### config.mk
export PLATFORM = sky130hd
export DESIGN_NAME = pxi_rd_ctrl
export DESIGN_NICKNAME = d
export VERILOG_FILES = /design/src/rtl/pxi_rd_ctrl.sv
export SDC_FILE = /design/constraint.sdc
export NUM_CORES = 1
export LEC_CHECK = 0
export CORE_MARGIN = 2
export CORE_UTILIZATION = 45
export DETAILED_ROUTE_END_ITERATION = 8
export PLACE_DENSITY = 0.84
export SLEW_MARGIN = 10
export SYNTH_ARGS = -nofsm -noshare
export SYNTH_HDL_FRONTEND = slang
export SYNTH_SLANG_ARGS = --single-unit
### constraint.sdc
create_clock -name clk -period 5.1 [get_ports clk]
set_input_delay 0.765 -clock clk [delete_from_list [all_inputs] [get_ports clk]]
set_output_delay 0.765 -clock clk [all_outputs]
set_load 0.01 [all_outputs]
### src/rtl/pxi_rd_ctrl.sv
//------------------------------------------------------------------------------
// Module      : pxi_rd_ctrl
// Description : Read-cycle sequencer for the 16-bit PXI read-data buffer pair.
//               Fetches a word from the register file or sample FIFO, presents
//               it on dout and drives the buffer's active-low output enable
//               through setup / drive / turnaround windows.
// Revision    : 1.0 - initial release
//------------------------------------------------------------------------------
`default_nettype none

module pxi_rd_ctrl #(
    parameter int              ADDR_W    = 8,
    parameter logic [ADDR_W-1:0] FIFO_ADDR = 8'hF0,
    parameter int              SETUP_CYC = 2,
    parameter int              HOLD_CYC  = 4,
    parameter int              TURN_CYC  = 2
) (
    input  logic              clk,
    input  logic              rst,
    input  logic              rd_req,
    input  logic [ADDR_W-1:0] rd_addr,
    input  logic              wr_act,
    output logic [ADDR_W-1:0] reg_addr,
    input  logic [15:0]       reg_rdata,
    output logic              fifo_rd_en,
    input  logic [15:0]       fifo_dout,
    input  logic              fifo_empty,
    output logic [15:0]       dout,
    output logic              den,
    output logic              rd_ack,
    output logic              rd_err,
    output logic              busy
);

    localparam int C_MAXC  = (SETUP_CYC > HOLD_CYC) ?
                             ((SETUP_CYC > TURN_CYC) ? SETUP_CYC : TURN_CYC) :
                             ((HOLD_CYC  > TURN_CYC) ? HOLD_CYC  : TURN_CYC);
    localparam int C_CNT_W = (C_MAXC > 1) ? $clog2(C_MAXC) : 1;

    typedef enum logic [2:0] {
        S_IDLE    = 3'd0,
        S_FETCH   = 3'd1,
        S_CAPTURE = 3'd2,
        S_SETUP   = 3'd3,
        S_DRIVE   = 3'd4,
        S_TURN    = 3'd5
    } state_t;

    state_t               state_q, state_d;
    logic [C_CNT_W-1:0]   cnt_q, cnt_d;
    logic [ADDR_W-1:0]    reg_addr_q, reg_addr_d;
    logic                 fifo_sel_q, fifo_sel_d;   // request targeted the FIFO
    logic                 fifo_ok_q, fifo_ok_d;     // FIFO had data at accept
    logic                 fifo_rd_en_q, fifo_rd_en_d;
    logic [15:0]          dout_q, dout_d;
    logic                 den_q, den_d;
    logic                 rd_ack_q, rd_ack_d;
    logic                 rd_err_q, rd_err_d;
    logic                 busy_q, busy_d;

    // State and output registers; reset parks the buffer in high-impedance.
    always_ff @(posedge clk or posedge rst) begin
        if (rst) begin
            state_q      <= S_IDLE;
            cnt_q        <= '0;
            reg_addr_q   <= '0;
            fifo_sel_q   <= 1'b0;
            fifo_ok_q    <= 1'b0;
            fifo_rd_en_q <= 1'b0;
            dout_q       <= 16'h0000;
            den_q        <= 1'b1;
            rd_ack_q     <= 1'b0;
            rd_err_q     <= 1'b0;
            busy_q       <= 1'b0;
        end else begin
            state_q      <= state_d;
            cnt_q        <= cnt_d;
            reg_addr_q   <= reg_addr_d;
            fifo_sel_q   <= fifo_sel_d;
            fifo_ok_q    <= fifo_ok_d;
            fifo_rd_en_q <= fifo_rd_en_d;
            dout_q       <= dout_d;
            den_q        <= den_d;
            rd_ack_q     <= rd_ack_d;
            rd_err_q     <= rd_err_d;
            busy_q       <= busy_d;
        end
    end

    // Next-state and next-output logic; outputs are computed for the cycle
    // being entered so that every output except den is a plain register.
    always_comb begin
        state_d      = state_q;
        cnt_d        = cnt_q;
        reg_addr_d   = reg_addr_q;
        fifo_sel_d   = fifo_sel_q;
        fifo_ok_d    = fifo_ok_q;
        fifo_rd_en_d = 1'b0;
        dout_d       = dout_q;
        den_d        = 1'b1;
        rd_ack_d     = 1'b0;
        // A request arriving while a cycle is in flight is dropped and flagged.
        rd_err_d     = rd_req && (state_q != S_IDLE);

        case (state_q)
            S_IDLE: begin
                if (rd_req) begin
                    state_d      = S_FETCH;
                    reg_addr_d   = rd_addr;
                    fifo_sel_d   = (rd_addr == FIFO_ADDR);
                    fifo_ok_d    = (rd_addr == FIFO_ADDR) && !fifo_empty;
                    fifo_rd_en_d = (rd_addr == FIFO_ADDR) && !fifo_empty;
                end
            end
            S_FETCH: begin
                state_d = S_CAPTURE;
            end
            S_CAPTURE: begin
                state_d = S_SETUP;
                cnt_d   = C_CNT_W'(SETUP_CYC - 1);
                if (fifo_sel_q) begin
                    dout_d = fifo_ok_q ? fifo_dout : 16'h0000;
                    if (!fifo_ok_q) begin
                        rd_err_d = 1'b1;
                    end
                end else begin
                    dout_d = reg_rdata;
                end
            end
            S_SETUP: begin
                if (cnt_q == '0) begin
                    state_d  = S_DRIVE;
                    cnt_d    = C_CNT_W'(HOLD_CYC - 1);
                    den_d    = 1'b0;
                    rd_ack_d = (HOLD_CYC == 1);
                end else begin
                    cnt_d = cnt_q - 1'b1;
                end
            end
            S_DRIVE: begin
                if (wr_act) begin
                    // Bus write collided with our drive window: abort.
                    state_d  = S_TURN;
                    cnt_d    = C_CNT_W'(TURN_CYC - 1);
                    rd_err_d = 1'b1;
                end else if (cnt_q == '0) begin
                    state_d = S_TURN;
                    cnt_d   = C_CNT_W'(TURN_CYC - 1);
                end else begin
                    cnt_d    = cnt_q - 1'b1;
                    den_d    = 1'b0;
                    rd_ack_d = (cnt_q == C_CNT_W'(1));
                end
            end
            S_TURN: begin
                if (cnt_q == '0) begin
                    state_d = S_IDLE;
                end else begin
                    cnt_d = cnt_q - 1'b1;
                end
            end
            default: begin
                state_d = S_IDLE;
            end
        endcase

        busy_d = (state_d != S_IDLE);
    end

    assign reg_addr   = reg_addr_q;
    assign fifo_rd_en = fifo_rd_en_q;
    assign dout       = dout_q;
    // Only combinational output: a bus write forces the buffer off at once.
    assign den        = den_q | wr_act;
    assign rd_ack     = rd_ack_q;
    assign rd_err     = rd_err_q;
    assign busy       = busy_q;

endmodule

`default_nettype wire

# Word-level counts from Yosys, hierarchy flattened
# Cells that the tools add are included.
[word_totals] register_bits=36 input_bits=45 word_cells=57 out_inout_bits=29
[op_classes] bitwise=1 addsub=1 reduce_logical=10 eq_ne=8 muxes=26
[op_table] cell="two-way mux 16 bit" n=2
[op_table] cell="case mux 3 bit (6 select lines)" n=1
[op_table] cell="two-way mux 3 bit" n=5
[op_table] cell="two-way mux 1 bit" n=11
[op_table] cell="== test 8 bit (second input constant)" n=1
[op_table] cell="two-way mux 2 bit" n=4
[op_table] cell="case mux 2 bit (4 select lines)" n=1
[op_table] cell="== test 3 x 2 -> 1 bit (second input constant)" n=2
[op_table] cell="== test 3 bit (second input constant)" n=2
[op_table] cell="nonzero test 3 bit" n=2
[op_table] cell="case mux 1 bit (2 select lines)" n=2
[op_table] cell="AND reduction 2 bit" n=2
[op_table] cell="nonzero test 4 bit" n=1
[op_table] cell="== test 3 x 1 -> 1 bit (second input constant)" n=1
[op_table] cell="zero test 3 bit" n=1
[op_table] cell="== test 2 x 1 -> 1 bit (second input constant)" n=1
[op_table] cell="logical AND 1 bit" n=2
[op_table] cell="zero test 2 bit" n=1
[op_table] cell="inequality test 2 bit (second input constant)" n=1
[op_table] cell="subtractor 2 x 1 -> 2 bit (second input constant)" n=1
[op_table] cell="zero test 1 bit" n=1
[op_table] cell="OR 1 bit" n=1

# Depth between registers and ports, before layout
# Gate-level depths: netlist of the first run.
[depth] ltp_word=5 ltp_mapped=6

# Worst setup path before layout of the first run
# No wires, ideal clock.
[synth_timing] kind="input port to flip-flop" start="in rd_req" end="reg reg_addr_q[3], in the netlist reg_addr[3]" t_arrival_ns=1.749 path_stages=4 required_ns=4.975 slack_ns=3.226 cell_sequence="or4b_4 buf_6 buf_6 mux2_4"
[synth_between] elab_chain_cells=1
[synth_lines] item="from (decl)" line_no="20" rtl="input logic rd_req,"
[synth_lines] item="AND reduction 2 bit (no line)"
[synth_lines] item="to (signal assigned)" line_no="78" rtl="reg_addr_q <= reg_addr_d;"
[synth_lines] item="to (decl)" line_no="51" rtl="logic [ADDR_W-1:0] reg_addr_q, reg_addr_d;"
# No other way between the ends.
# A chain may end at the register's enable or synchronous reset.

# Final worst setup path of the first run
[layout_timing] start="in wr_act" end="out den"
[layout_between] elab_chain_cells=1
[layout_lines] item="from (decl)" line_no="22" rtl="input logic wr_act,"
[layout_lines] item="OR 1 bit" line_no="174" rtl="assign den = den_q | wr_act;"
[layout_lines] item="to (decl)" line_no="29" rtl="output logic den,"
# No other way between the ends.

==> results by group, run 1 <==
Status
  • Status: finished clean

Placement
  • Dpl cell area: 2480 um2
  • Dpl ws: 2.28 ns
  • RD Place Congestion: 0.740
  • Port bufs: 73
  • Placed cells: 286
  • Final HPWL DP: 2720 um

Layout
  • Commonest cells after routing, fill and taps aside: clkdlybuf4s50_1, dfrtp_1, a21oi_1, nor2_1, nor2b_1
  • Multi-input gate area: 746 um2
  • Layout cells sized above 1: 8.98%
  • Sequential Area: 902 um2
  • Finished Cell Area: 2580 um2
  • Most common cell after layout, fill and taps aside: clkdlybuf4s50_1
  • Final Instance Count excl. Fillers: 293
  • N_diodes: 0
  • Filler cells: 296
  • Synthesis-to-layout area growth: 47.9%
  • Post-layout util: 69.8%
  • # nets final: 293

Setup path
  • Reg2Reg Setup Slack: 3.31 ns
  • Crit path buffers/inverters: 2
  • Crit path launch type: primary input
  • CP Data Required Time: 4.34 ns
  • Worst path slowest cell: clkdlybuf4s50_1
  • Crit path max-delay family: buffers and inverters
  • Worst Setup End Kind: output port
  • Crit-path cells: clkdlybuf4s50_1 > or2_2 > clkdlybuf4s50_1
  • Worst path most repeated cell: clkdlybuf4s50_1
  • Crit-path max FO: 5
  • CP max stage delay: 0.48 ns
  • Crit path DAT: 2.05 ns
  • Crit path kind: in2out

Run
  • Max Cap Viol: 0

Floorplan
  • # IOs: 74
  • Core Rows: 22
  • Die Area: 4380 um2
  • Initial Util: 47.2%
  • Core Area: 3690 um2
  • DIE HEIGHT: 66.2 um
  • Width of the die: 66.2 um

CTS
  • Number of buffers created by CTS: 5
  • Reg clk slew, reported paths: 0.06 ns
  • Max Root-Sink Buffers: 2
  • H-tree depth: 2
  • CTS tree: built
  • Worst-Skew Late Latency: 0.27 ns
  • CTS-repair resized insts: 0
  • Setup bufs post-CTS: 0
  • Hold_buf cts: 0
  • Root buffer cell: clkbuf_8
  • CTS sink count: 36

Logic synthesis
  • Register area share after synthesis: 51.8%
  • Post-synthesis mux area share: 5.17%
  • Synth cell types: 36
  • Synth Area in Adders: 2.16%
  • Area of the mapped netlist: 1740 um2
  • Post-Synth XOR/XNOR Area: 0.503%
  • Largest family of logic cells by synthesized area: simple AND/OR/NAND/NOR gates
  • Avg Cell Area, Syn: 9.90 um2
  • Syn nets: 224
  • Fraction of the mapped netlist area in simple logic gates: 18.5%
  • Mapped Cells: 176
  • FF+latch count, synth: 36
  • Synth warn: 0
  • Synth Area in Compound Gates: 16.2%

Power and ir drop
  • Power per cell area: 500 nW/um2
  • Static leakage: 1.07 nW
  • VDD IR-drop max: 0.273 mV

Route
  • Final antenna-violating net count: 0
  • DRT Pass-1 Iters: 4
  • DR WL/cell: 12.6 um
  • Drt total wl: 3700 um
  • Residual DRC: 0
  • Vias per cell: 5.03
  • DR vias: 1474
  • DR iter-0 viols: 60

Global routing
  • Largest net degree at the start of global routing: 37
  • Vias in the first global route: 1340
  • Overflow after GRT: 0
  • Gr usage total: 18.1%
  • Antenna violations before repair: 0
  • First-pass GRT wire length: 6120 um

STA
  • Final setup vio count: 0
  • RSZ-0062 raised after global routing: no
  • Rel. slew slack: 57.5%
  • Final slew viol count: 0
  • Setup ws final: 2.29 ns
  • Max Fclk: 356 MHz
  • Final Hold Fails: 0
  • Final Cycle Share: 55.1%
  • Min Tclk post-route: 2.81 ns
  • Fin Clk Skew: 0.00348 ns
  • Setup_tns: 0 ns
  • Worst-margin pin slew: 0.637 ns

Hold path
  • HP Class: reg2reg
-- power breakdown --
group,total (W),internal [W],switching [W]
logic,0.000584,0.000337,0.000247
registers,0.000499,0.000409,0.0000901
clock network,0.000206,0.000120,0.0000859
total,0.00129,0.000866,0.000423
-- layout make-up --
class / count / share of cell area [%]
sequential: 36 / 35.0
clock buffer: 7 / 3.74
inverter: 7 / 1.02
multi-input combinational: 120 / 28.9
tap: 48 / 2.33
timing repair buffer: 75 / 28.9
-- routing by layer --
metal  track usage, %  wire [um]
met5                0          0
met1             23.3       1650
met3             4.94        191
met4             6.12         56
met2             29.4       1800
-- synth_stat cells (all sizes together) --
library cell,instances,area [um2]
a211oi,1,7.51
a21oi,34,170
a22oi,1,7.51
a2bb2oi,1,8.76
a31o,1,8.76
a31oi,2,12.5
a32o,1,10.0
and2,1,6.26
and3,1,6.26
and4,1,8.76
buf,4,38.8
clkbuf,9,33.8
dfrtp,35,876
dfstp,1,26.3
ha,3,37.5
inv,7,26.3
mux2,7,90.1
nand2,4,15.0
nand2b,1,6.26
nand4b,1,8.76
nor2,20,75.1
nor2b,18,113
nor3,5,25.0
nor3b,2,15.0
nor4b,1,8.76
o21ai,5,25.0
o22ai,1,6.26
o311a,1,10.0
o31ai,2,15.0
or2,1,6.26
or3,1,6.26
or3b,1,8.76
or4b,1,13.8
xnor2,1,8.76
-- flip-flops by register name (all words and copies together), names as in the netlist --
signal      count
dout           16
busy            1
cnt_q           2
state_q         3
reg_addr        8
den_q           1
fifo_rd_en      1
rd_err          1
fifo_sel_q      1
rd_ack          1
fifo_ok_q       1
-- metrics by stage --
stage	power (W)	hold slack [ns]
3_5_place_dp	0.00109	0.473
3_3_place_gp	0.00108	0.469
2_1_floorplan	0.000812	0.454
4_1_cts	0.00130	0.488
6_report	0.00129	0.483
5_1_grt	0.00140	0.507
-- worst min-delay path: cells and delay by family (launching register included) --
kind	cells	cell delay, ns
flip-flops	1	0.35
AO/OA/AOI/OAI	1	0.06
AND/OR/NAND/NOR	1	0.05
-- path summary, 6_finish.rpt --
check | from | endpoint | depth (start not counted)
max in group asynchronous | rst | den_q | 3
setup reg to reg | fifo_sel_q | dout[9] | 3
hold reg to reg | reg_addr[6] | reg_addr[6] | 2
setup / recovery | wr_act | den | 3
min in group asynchronous | rst | state_q[0] | 3
hold / removal | reg_addr[6] | reg_addr[6] | 2
-- logic make-up after synthesis --
kind of cell             Yosys count
multiplexers                       7
XOR/XNOR                           1
adder cells (fa/ha/maj)            3
AO/OA/AOI/OAI                     50
buffers and inverters             20
AND/OR/NAND/NOR                   59
flip-flops                        36
(Power assumes the default switching activity.)
==> inputs of run 2 (changes only) <==
--- a/config.mk
+++ b/config.mk
@@ -6,9 +6,9 @@
 export NUM_CORES = 1
 export LEC_CHECK = 0
 export CORE_MARGIN = 2
-export CORE_UTILIZATION = 45
+export CORE_UTILIZATION = 42
 export DETAILED_ROUTE_END_ITERATION = 8
-export PLACE_DENSITY = 0.84
+export PLACE_DENSITY = 0.79
 export SLEW_MARGIN = 10
 export SYNTH_ARGS = -nofsm -noshare
 export SYNTH_HDL_FRONTEND = slang
==> constraint.sdc (replaced) <==
create_clock -name clk -period 2.7 [get_ports clk]
set_input_delay 0.405 -clock clk [delete_from_list [all_inputs] [get_ports clk]]
set_output_delay 0.405 -clock clk [all_outputs]
set_load 0.01 [all_outputs]
==> run 2 against run 1 <==
Net effect: final area rose by 0.24%; count of clock-buffer cells in the layout fell by 1; hold slack improved by 0.012 ns; core utilization fell by 5.3 points; setup slack got worse by 1.7 ns; critical path depth did not move; wire length rose by 5.0%; largest power group unchanged.
==> results by group, run 2 (synthesis results as in run 1) <==
Status
  • Status: finished clean

Layout
  • Layout cells sized above 1: 9.72% (+0.74 points)
  • Commonest cells after routing, fill and taps aside: clkdlybuf4s50_1, dfrtp_1, a21oi_1, nor2_1, nor2b_1
  • Most common cell after layout, fill and taps aside: clkdlybuf4s50_1
  • Finished Cell Area: 2580 um2 (+0.24%)
  • Number of flip-flops in the largest register: 16 (unchanged)
  • # nets final: 294 (+0.34%)
  • Sequential Area: 902 um2 (unchanged)
  • Multi-input gate area: 746 um2 (unchanged)
  • Post-layout util: 64.6% (-5.3 points)
  • Synthesis-to-layout area growth: 48.3%
  • N_diodes: 0 (unchanged)
  • Filler cells: 334 (+13%)

CTS
  • CTS-repair resized insts: 0 (unchanged)
  • Root buffer cell: clkbuf_8
  • Worst-Skew Late Latency: 0.28 ns (about the same)
  • CTS tree: built
  • Reg clk slew, reported paths: 0.07 ns (about the same)
  • H-tree depth: 2 (unchanged)
  • Number of buffers created by CTS: 5 (unchanged)
  • Max Root-Sink Buffers: 2 (unchanged)
  • CTS sink count: 36 (unchanged)
  • Hold_buf cts: 0 (unchanged)
  • Setup bufs post-CTS: 0 (unchanged)

Floorplan
  • Initial Util: 43.5% (-3.7 points)
  • Core Rows: 23 (+4.5%)
  • # IOs: 74 (unchanged)
  • Core Area: 4000 um2 (+8.4%)
  • Die Area: 4680 um2 (+6.7%)
  • DIE HEIGHT: 68.4 um (+3.3%)
  • Width of the die: 68.4 um (+3.3%)

Power and ir drop
  • Switching power: 0.000831 W (+97%)
  • Power share of the clock group: 15.8% (-0.2 points)
  • Share of total power in combinational logic: 45.4% (about the same)
  • Sw frac: 34.0% (+1.2 points)
  • Power per cell area: 947 nW/um2 (+89%)
  • Power Internal: 0.00161 W (+86%)
  • Flop pwr share: 38.7% (about the same)
  • VDD IR-drop max: 0.522 mV (+91%)
  • Static leakage: 1.08 nW (+0.57%)

Setup path
  • Crit path launch type: primary input
  • Worst R2R Start: state_q[0]
  • Crit-path cells: clkdlybuf4s50_1 > or2_2 > clkdlybuf4s50_1
  • CP Data Required Time: 2.30 ns (-2.04 ns)
  • Crit path kind: in2out
  • Worst path most repeated cell: clkdlybuf4s50_1
  • Crit path DAT: 1.70 ns (-0.35 ns)
  • R2R Path End: reg_addr[3]
  • Worst path slowest cell: clkdlybuf4s50_1
  • FF-to-FF path depth: 2 (-1)
  • Critical path launch point: wr_act
  • Reg2Reg Setup Slack: 1.01 ns (-2.30 ns)
  • CP max stage delay: 0.49 ns (about the same)
  • Worst Setup End Kind: output port
  • Crit-path max FO: 5 (unchanged)

Route
  • DR WL/cell: 13.1 um (+3.6%)
  • DR vias: 1471 (-0.20%)
  • DRT Pass-1 Iters: 4 (unchanged)
  • Final antenna-violating net count: 0 (unchanged)
  • Drt total wl: 3890 um (+5.0%)
  • DR iter-0 viols: 77 (+28%)
  • Vias per cell: 4.95 (-1.5%)
  • Residual DRC: 0 (unchanged)

Global routing
  • Largest net degree at the start of global routing: 37 (unchanged)
  • Vias in the first global route: 1402 (+4.6%)
  • Gr usage total: 18.2% (+0.12 points)
  • Antenna violations before repair: 0 (unchanged)
  • First-pass GRT wire length: 6270 um (+2.5%)
  • Overflow after GRT: 0 (unchanged)

STA
  • RSZ-0062 raised after global routing: no
  • Min Tclk post-route: 2.10 ns
  • Worst-margin pin slew: 0.604 ns (-0.0336 ns)
  • Final Cycle Share: 77.9%
  • Fin Clk Skew: 0.00588 ns (+0.00240 ns)
  • Rel. slew slack: 59.7% (+2.2 points)
  • Setup_tns: 0 ns (unchanged)
  • Final slew viol count: 0 (unchanged)
  • Final setup vio count: 0 (unchanged)
  • Max Fclk: 475 MHz
  • Final Hold Fails: 0 (unchanged)

Hold path
  • Hold Crit Endpoint: fifo_ok_q
  • Hold depth: 2 (unchanged)
  • Hold_sp: fifo_ok_q
  • HP Class: reg2reg

Run
  • Max Cap Viol: 0 (unchanged)

Placement
  • Port bufs: 73 (unchanged)
  • Dpl cell area: 2490 um2 (+0.40%)
  • RD Place Congestion: 0.856 (+16%)
  • Final HPWL DP: 2800 um (+3.1%)
## run 2: cell type report
type / count / share of cell area, %
Clock buffer: 6 / 3.20
Timing Repair Buffer: 76 / 29.2
Sequential cell: 36 / 34.9
Tap cell: 50 / 2.42
Multi-Input combinational cell: 120 / 28.9
Inverter: 7 / 1.02
Clock inverter: 2 / 0.388
## run 2: per-layer routing
metal,share of wire [%],track usage [%]
met3,3.7,4.61
met4,1.7,8.00
met5,0,0
met2,50,30.4
met1,44,22.1
## run 2: worst max-delay path by stage
stage                              to  slack [ns]  cells past startpoint
final                             den        0.60                      3
after global routing              den        0.55                      3
after CTS                         den        0.59                      3
after detailed placement          den        0.59                      3
after global placement            den        0.60                      3
after floorplan           reg_addr[3]        1.08                      5
## run 2: per-stage QoR
stage	setup WS [ns]	instances	total power [W]	hold slack, ns
CTS	0.592	297	0.00247	0.505
floorplan	1.08	176	0.00153	0.454
detailed placement	0.593	289	0.00207	0.485
global route	0.550	297	0.00265	0.535
finish	0.596	297	0.00244	0.495
global placement	0.603	289	0.00205	0.479
## run 2: worst max-delay path, delay by kind of cell
family        cells  cell delay (ns)
simple gates      1             0.32
buf+inv           2             0.96
## run 2: power by group through the flow
stage          logic, W  registers (W)  clock network [W]
6_report        0.00111       0.000947           0.000387
5_1_grt         0.00124       0.000979           0.000430
4_1_cts         0.00112       0.000946           0.000399
3_5_place_dp    0.00112       0.000953                  0
3_3_place_gp    0.00110       0.000946                  0
2_1_floorplan  0.000545       0.000988                  0
==> inputs of run 3 (changes only) <==
==> constraint.sdc (replaced) <==
create_clock -name clk -period 2.19 [get_ports clk]
set_input_delay 0.3285 -clock clk [delete_from_list [all_inputs] [get_ports clk]]
set_output_delay 0.3285 -clock clk [all_outputs]
set_load 0.01 [all_outputs]
==> run 3 against run 2 <==
Net effect: hold slack got worse by 0.048 ns; critical path depth unchanged; core utilization decreased by 0.19 points; clock power increased by 12%; combinational power increased by 24%; clock skew increased by 0.0042 ns; first-iteration DRC count decreased by 1.3%; cell count unchanged; sequential cell count unchanged; die area unchanged; final area decreased by 0.29%; wire length decreased by 2.5%.
==> results by group, run 3 (synthesis results as in run 1) <==
Status
  • Status: finished clean

Placement
  • Port bufs: 73 (unchanged)
  • RD Place Congestion: 0.874 (+2.2%)
  • Final HPWL DP: 2820 um (+0.58%)
  • Dpl ws: 0.243 ns (-0.350 ns)

Power and ir drop
  • VDD IR-drop max: 0.583 mV (+12%)
  • Power per cell area: 1150 nW/um2 (+22%)
  • Power share of the clock group: 14.6% (-1.2 points)
  • Static leakage: 1.07 nW (-0.43%)
  • Power Internal: 0.00196 W (+21%)
  • Flop pwr share: 38.8% (about the same)
  • Switching power: 0.00100 W (+21%)
  • Total power: 0.00296 W (+21%)
  • Share of total power in combinational logic: 46.7% (+1.3 points)
  • Sw frac: 33.9% (-0.12 points)

STA
  • Final Cycle Share: 88.2%
  • Setup_tns: 0 ns (unchanged)
  • Fin Clk Skew: 0.0101 ns (+0.00419 ns)
  • Final slew viol count: 0 (unchanged)
  • Final setup vio count: 0 (unchanged)
  • Min Tclk post-route: 1.93 ns
  • Setup ws final: 0.259 ns (-0.337 ns)
  • WHS: 0.447 ns (-0.0477 ns)
  • Max Fclk: 518 MHz
  • Final Hold Fails: 0 (unchanged)
  • Rel. slew slack: 58.5% (-1.3 points)
  • RSZ-0062 raised after global routing: no
  • Worst-margin pin slew: 0.623 ns (+0.0188 ns)

Route
  • DR vias: 1451 (-1.4%)
  • Residual DRC: 0 (unchanged)
  • Vias per cell: 4.89 (-1.4%)
  • DR iter-0 viols: 76 (-1.3%)
  • DRT Pass-1 Iters: 4 (unchanged)
  • Drt total wl: 3790 um (-2.5%)
  • Final antenna-violating net count: 0 (unchanged)
  • DR WL/cell: 12.8 um (-2.5%)

CTS
  • Root buffer cell: clkbuf_8
  • Hold_buf cts: 0 (unchanged)
  • Setup bufs post-CTS: 0 (unchanged)
  • Number of buffers created by CTS: 5 (unchanged)
  • CTS tree: built
  • Reg clk slew, reported paths: 0.07 ns (about the same)
  • Max Root-Sink Buffers: 2 (unchanged)
  • CTS sink count: 36 (unchanged)
  • H-tree depth: 2 (unchanged)
  • CTS-repair resized insts: 0 (unchanged)
  • Worst-Skew Late Latency: 0.28 ns (about the same)

Setup path
  • Crit path kind: in2out
  • CP Data Required Time: 1.86 ns (-0.44 ns)
  • Crit-path cells: clkdlybuf4s50_1 > or2_2 > clkdlybuf4s50_1
  • CP max stage delay: 0.48 ns (about the same)
  • Crit-path max FO: 5 (unchanged)
  • Worst path most repeated cell: clkdlybuf4s50_1
  • Worst path slowest cell: clkdlybuf4s50_1
  • Crit path DAT: 1.60 ns (-0.10 ns)
  • Worst Setup End Kind: output port
  • Crit path launch type: primary input

Layout
  • Commonest cells after routing, fill and taps aside: clkdlybuf4s50_1, dfrtp_1, a21oi_1, nor2_1, nor2b_1
  • Most common cell after layout, fill and taps aside: clkdlybuf4s50_1
  • Filler cells: 343 (+2.7%)
  • Synthesis-to-layout area growth: 47.8%
  • N_diodes: 0 (unchanged)
  • Layout cells sized above 1: 9.31% (-0.40 points)
  • Post-layout util: 64.4% (-0.19 points)
  • Number of flip-flops in the largest register: 16 (unchanged)
  • # nets final: 295 (+0.34%)

Floorplan
  • Core Area: 4000 um2 (unchanged)
  • Die Area: 4680 um2 (unchanged)
  • DIE HEIGHT: 68.4 um (unchanged)
  • # IOs: 74 (unchanged)
  • Width of the die: 68.4 um (unchanged)
  • Core Rows: 23 (unchanged)
  • Initial Util: 43.5% (unchanged)

Global routing
  • Antenna violations before repair: 0 (unchanged)
  • Overflow after GRT: 0 (unchanged)
  • Vias in the first global route: 1284 (-8.4%)
  • First-pass GRT wire length: 6010 um (-4.2%)
  • Met2 usage: 28.2% (-2.2 points)
  • Largest net degree at the start of global routing: 37 (unchanged)
  • Routing usage on met3: 4.44% (-0.16 points)
  • Gr usage total: 17.5% (-0.77 points)
  • Met1 Track Usage GR: 22.6% (+0.51 points)
  • GR peak layer: met2

Run
  • Max Cap Viol: 0 (unchanged)

Hold path
  • HP Class: in2async
==> run 3: power by group through the flow <==
stage | clock [W] | sequential, W | combinational (W)
4_1_cts | 0.000450 | 0.00115 | 0.00140
3_5_place_dp | 0 | 0.00116 | 0.00140
2_1_floorplan | 0 | 0.00122 | 0.000672
6_report | 0.000432 | 0.00115 | 0.00138
5_1_grt | 0.000474 | 0.00120 | 0.00152
3_3_place_gp | 0 | 0.00115 | 0.00137
==> run 3: area by class of cell <==
cell class / instances / area, um2 / area share [%]
clock buffers: 6 / 72.6 / 2.82
flip-flops and latches: 36 / 902 / 35.0
inverters: 7 / 26.3 / 1.02
clock inverters: 1 / 5.00 / 0.194
well taps: 50 / 62.6 / 2.43
repair buffers: 77 / 761 / 29.5
multi-input cells: 120 / 746 / 29.0
==> run 3: final timing paths <==
check	slack, ns	from	to	depth (start not counted)
max	0.26	wr_act	den	3
min	0.45	rst	state_q[0]	3
max reg2reg	0.50	state_q[0]	reg_addr[5]	2
min reg2reg	0.49	fifo_ok_q	fifo_ok_q	2
max in group asynchronous	1.40	rst	den_q	3
min in group clk	0.49	fifo_ok_q	fifo_ok_q	2
==> run 3: layer usage <==
metal	part of all wire (%)	wire length, um	up-vias
met2	52	1960	33
met1	43	1650	671
met5	0	0	-
met3	3.9	147	4
li1	-	-	743
met4	1.0	38	0
==> run 3: critical path, delay by kind of cell <==
family                 cells  cell delay (ns)
buffers and inverters      2             0.95
and+or+nand+nor            1             0.32
==> run 3: per-stage QoR <==
step | cell area [um2] | instances
3_5_place_dp | 2500 | 290
3_3_place_gp | 2500 | 290
6_report | 2570 | 297
2_1_floorplan | 1740 | 176
5_1_grt | 2570 | 297
4_1_cts | 2570 | 297
